### src/rtl/noc_axi4_bridge_resp_arb.sv
`default_nettype none
// ============================================================================
// Module   : noc_axi4_bridge_resp_arb
// Brief    : Read/write response arbiter with a one-entry registered output
//            stage feeding the NoC response serializer. Reads have priority;
//            a burst limit guarantees write forward progress.
// Revision : 1.0 - initial release
// ============================================================================
module noc_axi4_bridge_resp_arb #(
    parameter int MAX_BURST        = 4,
    parameter int MSG_HEADER_WIDTH = 192,
    parameter int AXI4_DATA_WIDTH  = 512
) (
    input  logic                        clk,
    input  logic                        rst,
    input  logic [MSG_HEADER_WIDTH-1:0] rd_header_in,
    input  logic [AXI4_DATA_WIDTH-1:0]  rd_data_in,
    input  logic                        rd_val,
    output logic                        rd_rdy,
    input  logic [MSG_HEADER_WIDTH-1:0] wr_header_in,
    input  logic                        wr_val,
    output logic                        wr_rdy,
    output logic [MSG_HEADER_WIDTH-1:0] ser_header,
    output logic [AXI4_DATA_WIDTH-1:0]  ser_data,
    output logic                        ser_val,
    input  logic                        ser_rdy
);

    localparam logic [3:0] c_max_burst = MAX_BURST[3:0];

    logic                        r_ser_val;
    logic                        r_out_src;    // 0 = read entry, 1 = write entry
    logic [3:0]                  r_burst_cnt;
    logic [MSG_HEADER_WIDTH-1:0] r_header;
    logic [AXI4_DATA_WIDTH-1:0]  r_rd_data;

    logic w_load_en;
    logic w_at_limit;
    logic w_grant_rd;
    logic w_grant_wr;
    logic w_rd_acc;
    logic w_wr_acc;

    assign w_load_en  = ~r_ser_val | ser_rdy;
    assign w_at_limit = (r_burst_cnt >= c_max_burst);
    assign w_grant_rd = rd_val & (~wr_val | ~w_at_limit);
    assign w_grant_wr = wr_val & (~rd_val |  w_at_limit);

    // Grants only exist in the accept cycle, so no lock state is needed.
    assign w_rd_acc = ~rst & w_load_en & w_grant_rd;
    assign w_wr_acc = ~rst & w_load_en & w_grant_wr;

    assign rd_rdy = w_rd_acc;
    assign wr_rdy = w_wr_acc;

    always_ff @(posedge clk) begin
        if (rst) begin
            r_ser_val   <= 1'b0;
            r_out_src   <= 1'b0;
            r_burst_cnt <= 4'd0;
        end else begin
            if (w_load_en) begin
                r_ser_val <= w_rd_acc | w_wr_acc;
            end
            if (w_wr_acc) begin
                r_out_src   <= 1'b1;
                r_burst_cnt <= 4'd0;
            end else if (w_rd_acc) begin
                r_out_src <= 1'b0;
                if (wr_val) begin
                    r_burst_cnt <= r_burst_cnt + 4'd1;
                end
            end
        end
    end

    // Payload is don't-care while ser_val is low, so it carries no reset.
    always_ff @(posedge clk) begin
        if (w_wr_acc) begin
            r_header <= wr_header_in;
        end else if (w_rd_acc) begin
            r_header  <= rd_header_in;
            r_rd_data <= rd_data_in;
        end
    end

    // Write entries carry no data; zeroing at the output avoids a wide load mux.
    assign ser_header = r_header;
    assign ser_data   = r_out_src ? '0 : r_rd_data;
    assign ser_val    = r_ser_val;

endmodule
`default_nettype wire

### config.mk
export PLATFORM = sky130hd
export DESIGN_NAME = noc_axi4_bridge_resp_arb
export DESIGN_NICKNAME = d
export VERILOG_FILES = /design/src/rtl/noc_axi4_bridge_resp_arb.sv
export SDC_FILE = /design/constraint.sdc
export NUM_CORES = 1
export LEC_CHECK = 0
export ABC_AREA = 1
export BUFFER_PORTS_ARGS = -buffer_cell sky130_fd_sc_hd__buf_2
export CORE_AREA = 3 3 626 628
export DETAILED_ROUTE_END_ITERATION = 12
export DIE_AREA = 0 0 629 631
export GPL_TIMING_DRIVEN = 0
export SETUP_SLACK_MARGIN = 0.1
export SLEW_MARGIN = 20
export SYNTH_ARGS = -nofsm -noshare
export SYNTH_HDL_FRONTEND = slang
export SYNTH_SLANG_ARGS = --single-unit
### constraint.sdc
create_clock -name clk -period 69.1 [get_ports clk]
set_input_delay 3.455 -clock clk [delete_from_list [all_inputs] [get_ports clk]]
set_output_delay 3.455 -clock clk [all_outputs]
set_load 0.03 [all_outputs]
==> reports/metrics.yaml <==
synthesis:
  synthCells: 2447
  yosys_warnings: 0
  seq_area_frac_synth: 0.760
  ys_ff_latch: 710
  synth_fp_nets: 3349
  synth_cell_types: 17
  synthesis.area_sq_mm: 0.0280
  avgSynthCellArea_sq_um: 11.4
finish:
  final_util: 0.122
  drive_gt1_frac: 0.445
  final_common_cell: "buf_2"
  fillCellCount: 44400
  area_delta_synth_final_pct: 68.4
  nets: 5100
  final_cell_mix: "buf_2 (1674), edfxtp_1 (704), nand2_1 (586)"
  final_cell_area_sq_mm: 0.0471
place:
  gp_congestion: 0.966
  io_buffers: 1607
  dp_hpwl_um: 317000
  postPlaceCellArea_sq_mm: 0.0433
  pre_cts_slack_ns: 60.94
drt:
  viasPerCell: 2.76
  vias: 26400
  drt-total-wl_um: 347000
  wl_per_cell_um: 36.4
  drtIter0Drc: 2032
  ant_nets: 1
  dr.pass1.iters: 7
  drc: 0
setup_path:
  rrSetupSlack_ns: 65.96
  r2r_start: "ser_val"
  crit_path_max_incr_delay_ns: 0.31
  cp.arrival_ns: 4.73
  critPathMostFrequentCell: "buf_2"
  critPathRequiredTime_ns: 65.64
  cp_max_fo: 10
  criticalPathCategory: "input pin to primary output"
  start_kind: "input pin"
  path_cells: "buf_2, inv_1, nand3_2, nor2_4, buf_2, buf_2"
  crit_family: "buffers and inverters"
  r2r_cells: 10
  end_kind: "primary output"
  crit_slowest_cell: "buf_2"
  critPathBufInv: 4
  timing.rr.end: "r_rd_data[484]"
grt:
  grt_max_degree: 45
  grt_util_all_layers: 0.168
  grt_antenna_before_repair: 288
  grt_pass1_wl_um: 400000
  grt_remaining_overflow: 0
  grt_pass1_vias: 25100
clock_network:
  cts_buffers: 108
  cts_max_level: 3
  clk_path_buf_depth: 4
  ctsRootBufferMaster: "clkbuf_16"
  cts.sinks: 710
  cts_setup_buffers: 0
  cts_hold_buf: 0
  cts_tree: "done"
  cts.repair.resized: 0
  clkLatencyLatePin_ns: 0.83
  clkTransAtPathRegs_ns: 0.06
die:
  start_util: 0.0725
  ios: 1608
  coreArea_sq_mm: 0.386
  die_y_um: 631
  fp.dieW_um: 629
  num_rows: 228
  dieArea_sq_mm: 0.397
hold_path:
  hold_path_startpoint: "r_burst_cnt[3]"
  hold_path.class: "flop to flop"
  hold_depth: 2
  min_to: "r_burst_cnt[3]"
timing:
  finalHoldViolCount: 0
  relSlewSlack: 0.336
  setup_violations: 0
  layout_setup_ws_ns: 60.92
  finalSetupTns_ns: 0
  finClkSkew_ns: 0.0540
  tightestPinTransition_ns: 0.996
  layout_min_cycle_time_ns: 8.18
  fmax_mhz: 122
  finalMaxSlewViolations: 0
  rsz0062_at_grt: "false"
  fin_crit_sh: 0.118
outcome:
  violations: "antenna rules"
  status: "complete, but fails checks"
power:
  peakVddDrop_uv: 20.9
  p_leak_nw: 21.2
  p_total_mw: 1.34
  power_density_mw_per_mm2: 28.5
flow_run:
  cap_violations: 0
-- cell usage after synthesis --
master	n	area share
edfxtp_1	704	0.76
nor2_4	1	0.00040
clkbuf_1	14	0.0019
a21oi_1	2	0.00036
o21ai_0	1	0.00018
nor3_1	1	0.00018
inv_1	518	0.070
o21bai_1	1	0.00027
dfxtp_1	6	0.0043
buf_2	67	0.012
ha_1	1	0.00045
nand3_2	2	0.00072
nand2_1	587	0.079
a31oi_1	1	0.00022
buf_4	17	0.0046
nor2_1	523	0.070
clkbuf_4	1	0.00027
-- per-stage QoR --
step | cells | hold slack, ns
after global routing | 9514 | 0.481
final | 9546 | 0.460
after CTS | 9453 | 0.461
after floorplan | 2447 | 0.430
after global placement | 9229 | 0.443
after detailed placement | 9263 | 0.453
-- state kept, by name (all words and copies together) (netlist names) --
register and count:
ser_header 192, r_burst_cnt 4, ser_val 1, r_out_src 1, r_rd_data 512
-- worst register-to-register path: cells and delay by family, from the launching register on --
kind	cells	cell delay [ns]
buffers and inverters	7	1.56
and+or+nand+nor	2	0.65
DFF	1	0.32
AOI/OAI and AO/OA	1	0.24
-- layer usage --
layer  global-route usage  vias to the layer above  share of wire
met2                0.307                     1701           0.51
met5                    0                        -        0.00069
met4               0.0489                       34          0.040
met3               0.0690                      612           0.10
li1                     -                    11200              -
met1                0.175                    12800           0.35
-- cell families after synthesis --
logic type               after synthesis  synth area share
AND/OR/NAND/NOR                     1114             0.150
flip-flops                           710             0.760
adder cells (fa/ha/maj)                1          0.000447
buffers and inverters                617            0.0882
AO/OA/AOI/OAI                          5           0.00103
-- how the worst max path moves through the flow --
stage               slack (ns)    start  depth (start not counted)        endpoint
CTS                      60.93      rst                          6          wr_rdy
global route             60.86      rst                          6          wr_rdy
finish                   60.92      rst                          6          wr_rdy
detailed placement       60.94      rst                          6          wr_rdy
global placement         28.27      rst                          4  r_rd_data[109]
floorplan                42.75  ser_rdy                          4    r_rd_data[0]
-- power by group --
part	total (mW)	leakage [nW]	internal, mW	switching [mW]
registers	0.509	6.66	0.501	0.00725
logic	0.253	12.9	0.0544	0.199
clock network	0.583	1.73	0.339	0.243
-- final cells by class --
type                       count  area [sq um]  share of cell area
clock buffer                 116          2730              0.0580
buffer                        99           527              0.0112
tap                         5175          6470               0.137
inverter                     518          1940              0.0413
multi-input combinational   1120          4260              0.0904
clock inverter                74           836              0.0177
antenna                       93           233             0.00494
timing repair buffer        1641          8840               0.188
sequential                   710         21300               0.451
Note: power is estimated with default switching activity, not from simulation.
